[src/rtl/mips_ctrl_pkg.sv]
// Shared definitions for the MIPS boot/run control blocks.
//   boot_state_e : sequencer states
//   IMEM_ADDR_W  : width of the instruction-memory write address
//   IMEM_STEP    : default byte step between consecutive instruction words
package mips_ctrl_pkg;

    localparam int IMEM_ADDR_W = 32;
    localparam int IMEM_STEP   = 4;

    typedef enum logic [2:0] {
        IDLE,
        LOAD,
        RSTCPU,
        RUN,
        PASS,
        FAIL
    } boot_state_e;

endpackage

[src/rtl/imem_boot_sequencer_if.sv]
// Bus bundle between the boot sequencer and its environment.
//   s_*     : program word stream (valid/ready, last marks the final word)
//   imem_*  : instruction-memory write port of the MIPS top
//   mem_*   : data-memory write bus of the MIPS top, watched for the pass signature
// Modports:
//   slave  : the boot sequencer side
//   master : the environment side (program source + MIPS top)
interface imem_boot_sequencer_if;
    import mips_ctrl_pkg::*;

    logic                   s_valid;
    logic                   s_ready;
    logic [31:0]            s_data;
    logic                   s_last;

    logic                   imem_wen;
    logic [IMEM_ADDR_W-1:0] imem_addr;
    logic [31:0]            imem_wdata;

    logic                   mem_write;
    logic [31:0]            mem_addr;
    logic [31:0]            mem_wdata;

    modport slave (
        input  s_valid, s_data, s_last, mem_write, mem_addr, mem_wdata,
        output s_ready, imem_wen, imem_addr, imem_wdata
    );

    modport master (
        output s_valid, s_data, s_last, mem_write, mem_addr, mem_wdata,
        input  s_ready, imem_wen, imem_addr, imem_wdata
    );

endinterface

[src/rtl/run_watchdog.sv]
// Cycle counter for the RUN phase of the boot sequencer.
//   clk       : clock
//   reset_n   : asynchronous active-low reset
//   clr_i     : synchronous clear (takes priority over en_i)
//   en_i      : count this cycle
//   count_o   : cycles counted so far, saturates at TIMEOUT
//   expire_o  : this enabled cycle brings the count to TIMEOUT
module run_watchdog #(
    parameter  int TIMEOUT = 1024,
    localparam int CNT_W   = $clog2(TIMEOUT + 1)
) (
    input  logic             clk,
    input  logic             reset_n,
    input  logic             clr_i,
    input  logic             en_i,
    output logic [CNT_W-1:0] count_o,
    output logic             expire_o
);

    logic [CNT_W-1:0] count_q;
    logic [CNT_W-1:0] count_d;

    always_comb begin
        count_d = count_q;
        if (clr_i) begin
            count_d = '0;
        end else if (en_i && (count_q != CNT_W'(TIMEOUT))) begin
            count_d = count_q + 1'b1;
        end
    end

    always_ff @(posedge clk or negedge reset_n) begin
        if (!reset_n) begin
            count_q <= '0;
        end else begin
            count_q <= count_d;
        end
    end

    // Flagged one cycle early so the owner can leave RUN on the same edge
    // that makes the count equal TIMEOUT.
    assign expire_o = en_i && (count_q == CNT_W'(TIMEOUT - 1));
    assign count_o  = count_q;

endmodule

[src/rtl/imem_boot_sequencer.sv]
// Boot and run controller for the MIPS top.
// Loads a program from a valid/ready word stream into instruction memory,
// holds the CPU in reset for RESET_CYCLES, releases it, then watches the
// data-memory write bus for the pass signature (PASS_ADDR/PASS_DATA) or
// gives up after TIMEOUT run cycles.
// Ports:
//   clk, reset_n : clock, asynchronous active-low reset
//   start        : 1-cycle pulse, begins a new load from IDLE/PASS/FAIL
//   bus          : stream in, imem write out, data-memory bus in (slave side)
//   cpu_reset    : active-high CPU reset, registered
//   done/pass    : sticky run finished / signature matched
//   timeout      : sticky, FAIL caused by the watchdog
//   overflow     : sticky, load truncated at MAX_WORDS without s_last
//   word_count   : words written in the current load
//   run_cycles   : cycles spent in RUN
module imem_boot_sequencer
    import mips_ctrl_pkg::*;
#(
    parameter  int          MAX_WORDS    = 256,
    parameter  int          ADDR_STEP    = IMEM_STEP,
    parameter  int          RESET_CYCLES = 2,
    parameter  int          TIMEOUT      = 1024,
    parameter  logic [31:0] PASS_ADDR    = 32'd84,
    parameter  logic [31:0] PASS_DATA    = 32'd7,
    localparam int          WC_W         = $clog2(MAX_WORDS + 1),
    localparam int          RC_W         = $clog2(TIMEOUT + 1)
) (
    input  logic                   clk,
    input  logic                   reset_n,
    input  logic                   start,
    imem_boot_sequencer_if.slave   bus,
    output logic                   cpu_reset,
    output logic                   done,
    output logic                   pass,
    output logic                   timeout,
    output logic                   overflow,
    output logic [WC_W-1:0]        word_count,
    output logic [RC_W-1:0]        run_cycles
);

    localparam int RSTC_W = $clog2(RESET_CYCLES + 1);

    boot_state_e            state_q, state_d;
    logic [IMEM_ADDR_W-1:0] addr_cnt_q, addr_cnt_d;
    logic [WC_W-1:0]        word_count_q, word_count_d;
    logic [RSTC_W-1:0]      rst_cnt_q, rst_cnt_d;
    logic                   imem_wen_q, imem_wen_d;
    logic [IMEM_ADDR_W-1:0] imem_addr_q, imem_addr_d;
    logic [31:0]            imem_wdata_q, imem_wdata_d;
    logic                   cpu_reset_q, cpu_reset_d;
    logic                   done_q, done_d;
    logic                   pass_q, pass_d;
    logic                   timeout_q, timeout_d;
    logic                   overflow_q, overflow_d;

    logic                   wd_clr;
    logic                   wd_en;
    logic                   wd_expire;
    logic [WC_W-1:0]        wc_inc;
    logic                   sig_addr_hit;

    run_watchdog #(
        .TIMEOUT (TIMEOUT)
    ) u_run_watchdog (
        .clk      (clk),
        .reset_n  (reset_n),
        .clr_i    (wd_clr),
        .en_i     (wd_en),
        .count_o  (run_cycles),
        .expire_o (wd_expire)
    );

    assign wd_en        = (state_q == RUN);
    assign wc_inc       = word_count_q + 1'b1;
    assign sig_addr_hit = bus.mem_write && (bus.mem_addr == PASS_ADDR);

    always_comb begin
        state_d      = state_q;
        addr_cnt_d   = addr_cnt_q;
        word_count_d = word_count_q;
        rst_cnt_d    = '0;
        imem_wen_d   = 1'b0;
        imem_addr_d  = imem_addr_q;
        imem_wdata_d = imem_wdata_q;
        done_d       = done_q;
        pass_d       = pass_q;
        timeout_d    = timeout_q;
        overflow_d   = overflow_q;
        wd_clr       = 1'b0;

        case (state_q)
            IDLE, PASS, FAIL: begin
                if (start) begin
                    state_d      = LOAD;
                    addr_cnt_d   = '0;
                    word_count_d = '0;
                    done_d       = 1'b0;
                    pass_d       = 1'b0;
                    timeout_d    = 1'b0;
                    overflow_d   = 1'b0;
                    wd_clr       = 1'b1;
                end
            end
            LOAD: begin
                // s_ready is 1 throughout LOAD, so s_valid alone is an accept.
                if (bus.s_valid) begin
                    imem_wen_d   = 1'b1;
                    imem_addr_d  = addr_cnt_q;
                    imem_wdata_d = bus.s_data;
                    addr_cnt_d   = addr_cnt_q + IMEM_ADDR_W'(ADDR_STEP);
                    word_count_d = wc_inc;
                    if (bus.s_last || (wc_inc == WC_W'(MAX_WORDS))) begin
                        state_d = RSTCPU;
                        if (!bus.s_last) begin
                            overflow_d = 1'b1;
                        end
                    end
                end
            end
            RSTCPU: begin
                if (rst_cnt_q == RSTC_W'(RESET_CYCLES - 1)) begin
                    state_d = RUN;
                end else begin
                    rst_cnt_d = rst_cnt_q + 1'b1;
                end
            end
            RUN: begin
                // Signature has priority over an expiry on the same edge.
                // An X on mem_wdata makes the equality unknown and falls to FAIL.
                if (sig_addr_hit) begin
                    done_d = 1'b1;
                    if (bus.mem_wdata == PASS_DATA) begin
                        state_d = PASS;
                        pass_d  = 1'b1;
                    end else begin
                        state_d = FAIL;
                    end
                end else if (wd_expire) begin
                    state_d   = FAIL;
                    done_d    = 1'b1;
                    timeout_d = 1'b1;
                end
            end
            default: begin
                state_d = IDLE;
            end
        endcase

        cpu_reset_d = (state_d != RUN);
    end

    always_ff @(posedge clk or negedge reset_n) begin
        if (!reset_n) begin
            state_q      <= IDLE;
            addr_cnt_q   <= '0;
            word_count_q <= '0;
            rst_cnt_q    <= '0;
            imem_wen_q   <= 1'b0;
            imem_addr_q  <= '0;
            imem_wdata_q <= '0;
            cpu_reset_q  <= 1'b1;
            done_q       <= 1'b0;
            pass_q       <= 1'b0;
            timeout_q    <= 1'b0;
            overflow_q   <= 1'b0;
        end else begin
            state_q      <= state_d;
            addr_cnt_q   <= addr_cnt_d;
            word_count_q <= word_count_d;
            rst_cnt_q    <= rst_cnt_d;
            imem_wen_q   <= imem_wen_d;
            imem_addr_q  <= imem_addr_d;
            imem_wdata_q <= imem_wdata_d;
            cpu_reset_q  <= cpu_reset_d;
            done_q       <= done_d;
            pass_q       <= pass_d;
            timeout_q    <= timeout_d;
            overflow_q   <= overflow_d;
        end
    end

    assign bus.s_ready    = (state_q == LOAD);
    assign bus.imem_wen   = imem_wen_q;
    assign bus.imem_addr  = imem_addr_q;
    assign bus.imem_wdata = imem_wdata_q;
    assign cpu_reset      = cpu_reset_q;
    assign done           = done_q;
    assign pass           = pass_q;
    assign timeout        = timeout_q;
    assign overflow       = overflow_q;
    assign word_count     = word_count_q;

endmodule

[src/flat_wrapper.sv]
// flat-port wrapper written by rule: the top's interface ports become plain ports
module imem_boot_sequencer_flat import mips_ctrl_pkg::*;
#(
    parameter  int          MAX_WORDS    = 256,
    parameter  int          ADDR_STEP    = IMEM_STEP,
    parameter  int          RESET_CYCLES = 2,
    parameter  int          TIMEOUT      = 1024,
    parameter  logic [31:0] PASS_ADDR    = 32'd84,
    parameter  logic [31:0] PASS_DATA    = 32'd7,
    localparam int          WC_W         = $clog2(MAX_WORDS + 1),
    localparam int          RC_W         = $clog2(TIMEOUT + 1)
)
  (clk, reset_n, start, cpu_reset, done, pass, timeout, overflow, word_count, run_cycles, bus_s_valid, bus_s_data, bus_s_last, bus_mem_write, bus_mem_addr, bus_mem_wdata, bus_s_ready, bus_imem_wen, bus_imem_addr, bus_imem_wdata);
  imem_boot_sequencer_if bus_i ();
  input  logic clk;
  input  logic reset_n;
  input  logic start;
  output logic cpu_reset;
  output logic done;
  output logic pass;
  output logic timeout;
  output logic overflow;
  output logic [WC_W-1:0] word_count;
  output logic [RC_W-1:0] run_cycles;
  input wire logic [$bits(bus_i.s_valid)-1:0] bus_s_valid;
  input wire logic [$bits(bus_i.s_data)-1:0] bus_s_data;
  input wire logic [$bits(bus_i.s_last)-1:0] bus_s_last;
  input wire logic [$bits(bus_i.mem_write)-1:0] bus_mem_write;
  input wire logic [$bits(bus_i.mem_addr)-1:0] bus_mem_addr;
  input wire logic [$bits(bus_i.mem_wdata)-1:0] bus_mem_wdata;
  output wire logic [$bits(bus_i.s_ready)-1:0] bus_s_ready;
  output wire logic [$bits(bus_i.imem_wen)-1:0] bus_imem_wen;
  output wire logic [$bits(bus_i.imem_addr)-1:0] bus_imem_addr;
  output wire logic [$bits(bus_i.imem_wdata)-1:0] bus_imem_wdata;
  assign bus_i.s_valid = bus_s_valid;
  assign bus_i.s_data = bus_s_data;
  assign bus_i.s_last = bus_s_last;
  assign bus_i.mem_write = bus_mem_write;
  assign bus_i.mem_addr = bus_mem_addr;
  assign bus_i.mem_wdata = bus_mem_wdata;
  assign bus_s_ready = bus_i.s_ready;
  assign bus_imem_wen = bus_i.imem_wen;
  assign bus_imem_addr = bus_i.imem_addr;
  assign bus_imem_wdata = bus_i.imem_wdata;
  imem_boot_sequencer #(.MAX_WORDS(MAX_WORDS), .ADDR_STEP(ADDR_STEP), .RESET_CYCLES(RESET_CYCLES), .TIMEOUT(TIMEOUT), .PASS_ADDR(PASS_ADDR), .PASS_DATA(PASS_DATA)) u_core (.clk(clk), .reset_n(reset_n), .start(start), .bus(bus_i), .cpu_reset(cpu_reset), .done(done), .pass(pass), .timeout(timeout), .overflow(overflow), .word_count(word_count), .run_cycles(run_cycles));
endmodule
[config.mk]
export PLATFORM = sky130hd
export DESIGN_NAME = imem_boot_sequencer_flat
export DESIGN_NICKNAME = d
export VERILOG_FILES = /design/src/rtl/mips_ctrl_pkg.sv /design/src/rtl/imem_boot_sequencer_if.sv /design/src/rtl/run_watchdog.sv /design/src/rtl/imem_boot_sequencer.sv /design/src/flat_wrapper.sv
export SDC_FILE = /design/constraint.sdc
export NUM_CORES = 1
export LEC_CHECK = 0
export BUFFER_PORTS_ARGS = -buffer_cell sky130_fd_sc_hd__buf_2
export CORE_MARGIN = 3
export CORE_UTILIZATION = 28
export CTS_CLUSTER_DIAMETER = 100
export DETAILED_ROUTE_END_ITERATION = 16
export GPL_TIMING_DRIVEN = 0
export PLACE_DENSITY_LB_ADDON = 0.05
export SLEW_MARGIN = 20
export SYNTH_ARGS = -nofsm -noshare
export SYNTH_HDL_FRONTEND = slang
export SYNTH_SLANG_ARGS = --single-unit
[constraint.sdc]
create_clock -name clk -period 2 [get_ports clk]
set_input_delay 0.3 -clock clk [delete_from_list [all_inputs] [get_ports clk]]
set_output_delay 0.3 -clock clk [all_outputs]
set_load 0.01 [all_outputs]
# Word level (Yosys, flattened, before mapping)
# Cells that the tools add are included.
# Widths: inputs -> output; s select.
totals:
  register_bits: 127
  latch_bits: 0
  ram_bits: 0
  rom_bits: 0
  inputBits: 102
  output_inout_bits: 91
  wordCells: 88
  mem_count: 0
classes:
  add_sub_neg: 4
  multipliers: 0
  div_mod_pow: 0
  n_lt_le_gt_ge: 0
  n_eq_ne: 21
  shifts: 0
  muxes: 35
  n_bitwise: 0
  n_reduce_logical: 15
op_table:
  columns: ["op", "count"]
  rows:
  - ["$mux 32", 2]
  - ["$pmux 32 s2", 1]
  - ["$add 32x3->32 const B", 1]
  - ["$eq 32x3->1 const B", 1]
  - ["$eq 32x7->1 const B", 1]
  - ["$mux 11", 2]
  - ["$mux 3", 6]
  - ["$mux 9", 2]
  - ["$pmux 9 s2", 1]
  - ["$mux 1", 14]
  - ["$pmux 3 s4", 1]
  - ["$add 11x1->11 const B", 1]
  - ["$eq 11x10->1 const B", 1]
  - ["$ne 11x11->1 const B", 1]
  - ["$add 9x1->9 const B", 1]
  - ["$eq 9x9->1 const B", 1]
  - ["$ne 2x1->1 const B", 4]
  - ["$ne 2x2->1 const B", 4]
  - ["$pmux 1 s2", 4]
  - ["$reduce_and 4->1", 2]
  - ["$eq 3x2->1 const B", 2]
  - ["$eq 3x3->1 const B", 2]
  - ["$reduce_and 3->1", 2]
  - ["$reduce_bool 2->1", 3]
  - ["12 further kinds", 15]

# Longest topological paths before layout
depth:
  word_depth: 7
  mapped_depth: 8
  ltp_nobuf: 7

# Modules after synthesis
# A second synthesis with hierarchy kept.
hier_totals:
  hier_cells: 647
  hier_area_um2: 5780.5
by_module_without_submodules:
  columns: ["mod", "n_inst", "cells_each", "area_per_inst_um2", "seq_area_each_um2"]
  rows:
  - ["imem_boot_sequencer", 1, 579, 5136.2, 2803.9]
  - ["run_watchdog", 1, 68, 644.4, 275.3]

# Worst setup path before layout
# Ideal clock, no wire load.
synth_timing:
  kind: "flip-flop to flip-flop"
  startpoint: "register u_core.state_q[2]"
  endpoint: "register u_core.addr_cnt_q[29]"
  setup_time_ps: 78
  arrival_ps: 2009
  t_required_ps: 1922
  slack_ps: -87
  path_stages_with_launch: 9
  n_path_buf: 3
  period_less_slack_ps: 2087
  cell_sequence: "dfrtp_1 > nand4bb_1 > clkbuf_1 > o21a_1 > buf_6 > or3_4 > buf_6 > or4_1 > a21oi_1"
synth_between:
  elab_chain_len: 4
  elab_cells_between_ends: 10
  cone_classes: "eq/ne (5); mux (1); reduce/logical (4)"
synth_lines:
  columns: ["item", "line_no", "rtl"]
  rows:
  - ["start: declaration", "imem_boot_sequencer.sv:43", "boot_state_e state_q, state_d;"]
  - ["start signal: assignment", "imem_boot_sequencer.sv:167", "state_q <= state_d;"]
  - ["$eq 3x3->1 or $logic_not 3->1 (tied branches)", "imem_boot_sequencer.sv:91", "case (state_q)"]
  - ["$reduce_or 3->1", "imem_boot_sequencer.sv:91", null]
  - ["$ne 2x2->1 (no line) or $reduce_bool 2->1 (tied branches)", null, null]
  - ["$reduce_and 3->1 (no line)", null, null]
  - ["end signal: assignment", "imem_boot_sequencer.sv:168", "addr_cnt_q <= addr_cnt_d;"]
  - ["end: declaration", "imem_boot_sequencer.sv:44", "logic [IMEM_ADDR_W-1:0] addr_cnt_q, addr_cnt_d;"]
# Parallel ways exist; a longest one is shown, timed or not.
# A chain may end at the register's enable or synchronous reset.

# Final worst setup path
layout_timing:
  startpoint: "register u_core.state_q[1]"
  endpoint: "register u_core.addr_cnt_q[31]"
# The elaborated chain is that of the path after synthesis.

==> impl_results.md <==
* Wire length per cell at 14.5 µm
* Worst IR Drop VDD at 0.594 mV
* Ys flop type: dfrtp_1
* Crit path kind: reg2reg
* CP Max Fanout at 5
* Leakage at 4.03 nW
* Total CTS buffers at 17
* Critical path required time at 2.34 ns
* Antenna Nets Post-Route at 0
* Share of cells above drive strength 1 at 32.8%
* Layout Nets at 949
* Worst Reg-to-Reg Cells at 7
* Register area share after synthesis at 55.1%
* Area grow syn2layout at 40.0%
* Crit. Startpoint: u_core.state_q[1]
* Post-route DRC at 0
* Placed Area at 6910 µm²
* Hold Violations, Final at 0
* CP endpoint: u_core.addr_cnt_q[31]
* Maximum operating frequency at 485 MHz
* Post-route cell area at 7820 µm²
* Initial DRC count at 258
* Total gr overflow at 0
* Post-synth EDFFs at 0
* First-pass GRT wire length at 26,800 µm
* Worst relative slew slack at 56.6%
* Post-synthesis register bit count at 123
* DRT met1 WL at 7080 µm
* Type of origin of the critical path: flop
* Htree depth at 4
* Met3 wire len at 714 µm
* Area share of the largest cell type after synthesis at 54.7%
* Post-synth top area cell: dfrtp_1
* Worst hold path class: in2reg
* Synth Area per Inst at 9.05 µm²
* Initial Util at 28.6%
* CTS sink count at 123
* Yosys warns at 0
* Initial antenna violation count at 0
* CP arrival at 2.40 ns
* Synth Instances at 617
* Mapped cell area at 5590 µm²
* Largest net degree at the start of global routing at 94
* Pre-Repair DR Iteration Count at 6
* Worst R2R Start: u_core.state_q[1]
* CTS tree: done
* Unrepaired setup endpoints after global routing: yes
* Core area at 19,500 µm²
* Setup violators final at 2
* DP Wirelength at 11,600 µm
* WL met2 at 8230 µm
* Routed wire length at 16,300 µm
* Critical Path Sink Type: flop
* Final Max Tran Viols at 0
* Worst slew pin tran at 0.650 ns
* Worst-skew pair later-pin latency at 0.42 ns
* Fill count at 2,004
* Via count at 5,199
* R2R setup slack at -0.06 ns
* Die height at 147 µm
* Die width at 147 µm
* Placer Congestion at 0.779
* Clock root cell: clkbuf_16
* GRT Overall Usage at 15.3%
* Status: complete, but fails checks
* Final min period at 2.06 ns
* Worst clock skew at 0.00868 ns
* Synth async-reset ratio at 100%
* Antenna Diode Count at 0
* Library cells used by synthesis at 49
* Vias per inst at 4.64
* Reg area at 3080 µm²
* # IOs at 193
* Die footprint at 21,700 µm²
* Failing checks: setup timing
* Hold slack final at 0.0667 ns
* Setup WS post-layout at -0.0603 ns
* Deepest clock path buffer count at 2
* Footprint of the multi-input gates at 2430 µm²
* Top routing layer in use: met4
* Final cycle utilization of the critical path at 103%
* Top post-synthesis cells by count: 215 x nand2_1, 122 x dfrtp_1, 39 x nor2_1, 23 x o21ai_0, 22 x clkbuf_1
* Top-count cell post-synth: nand2_1
* Largest cells by area after synthesis: dfrtp_1 55%, nand2_1 14%, nor2_1 2.6%
* Max-cap violations at 0
* # rows at 51
* Clock transition at path regs at 0.06 ns
* Power density cells at 1250 nW/µm²
* Vias in the first global route at 5,352
* PortBufs at 190
* Critical R2R Capture: u_core.addr_cnt_q[31]
## final cells by class
type	count	area share [%]
Sequential cell	123	39.4
Timing Repair Buffer	208	14.4
Buffer	28	1.87
Multi-Input combinational cell	457	31.1
Clock buffer	18	5.62
Inverter	8	0.384
Clock inverter	14	2.96
Tap cell	265	4.24
## layout by cell type (no fill, tap or decap), types with 7 or more instances in the layout
cell / count
nand2_1: 214
buf_2: 190
dfrtp_1: 119
nor2_1: 39
nand4_1: 21
o21ai_0: 21
nor4_1: 18
clkbuf_16: 17
a21oi_1: 16
buf_4: 16
clkbuf_2: 12
xnor2_1: 12
nand3_1: 11
xor2_1: 11
inv_1: 8
clkbuf_1: 8
or3_1: 7
## report_power, final
group	leakage, nW	total [mW]	internal, mW	switching [mW]
Sequential	1.64	3.55	3.12	0.433
Combinational	2.06	2.73	1.10	1.63
Clock	0.328	3.51	2.28	1.23
## how the worst min path moves through the flow
stage | end | depth (start not counted) | slack (ns) | from
final | u_core.bus.imem_wdata[13] | 3 | 0.07 | bus_s_data[13]
after global routing | u_core.bus.imem_wdata[21] | 3 | 0.05 | bus_s_data[21]
after CTS | u_core.bus.imem_wdata[6] | 3 | 0.05 | bus_s_data[6]
after detailed placement | u_core.bus.imem_addr[19] | 1 | 0.18 | reset_n
after global placement | u_core.rst_cnt_q[0] | 1 | 0.42 | u_core.rst_cnt_q[0]
after floorplan | u_core.addr_cnt_q[10] | 0 | 0.004 | reset_n
## registers in the layout, indices dropped and copies added (netlist names)
name / cells
u_core.timeout: 1
u_core.done: 1
u_core.u_run_watchdog.count_o: 11
u_core.overflow: 1
u_core.bus.imem_wen: 1
u_core.word_count: 9
u_core.cpu_reset: 1
u_core.bus.imem_addr: 30
u_core.pass: 1
u_core.rst_cnt_q: 2
u_core.addr_cnt_q: 30
u_core.bus.imem_wdata: 32
u_core.state_q: 3
## cells by family after synthesis
| family | Yosys count | share of synthesized area (%) |
|---|---|---|
| simple gates | 357 | 29.4 |
| buf+inv | 38 | 2.98 |
| compound gates | 70 | 7.71 |
| other cells | 1 | 0.0671 |
| fa+ha+maj | 4 | 0.896 |
| mux | 1 | 0.202 |
| xor+xnor | 23 | 3.61 |
| flops | 123 | 55.1 |
## metrics by stage
step | instances | worst slack (ns) | util (%) | power, mW | setup TNS (ns)
final | 1121 | -0.0603 | 40.0 | 9.79 | -0.0756
after detailed placement | 1074 | -0.590 | 35.4 | 6.20 | -6.71
after CTS | 1115 | -0.134 | 39.5 | 9.88 | -0.466
after global placement | 1073 | -1.15 | 35.2 | 6.14 | -144.73
after floorplan | 618 | -0.00941 | - | 5.00 | -0.00941
after global routing | 1121 | -0.137 | 40.0 | 10.5 | -0.470
## worst max-delay path: stages (launching register included)
cell and delay, ns:
dfrtp_1 0.40, nand4bb_1 0.20, clkbuf_8 0.15, o21a_4 0.12, or3_4 0.37, buf_6 0.13
or4_1 0.47, a21oi_1 0.15
## layer usage
metal,vias up,track usage (%)
met4,0,5.87
met5,-,0
met1,2487,18.9
met3,20,3.61
li1,2558,-
met2,134,26.0
## repair_timing
item,in CTS,in global routing
buffers inserted,9,7
setup endpoints to repair,93,77
pin swaps,7,6
resized for setup,15,32
endpoints found under the hold margin,30,0
hold buffers,1,0
Power figures use the tool's default switching activity.
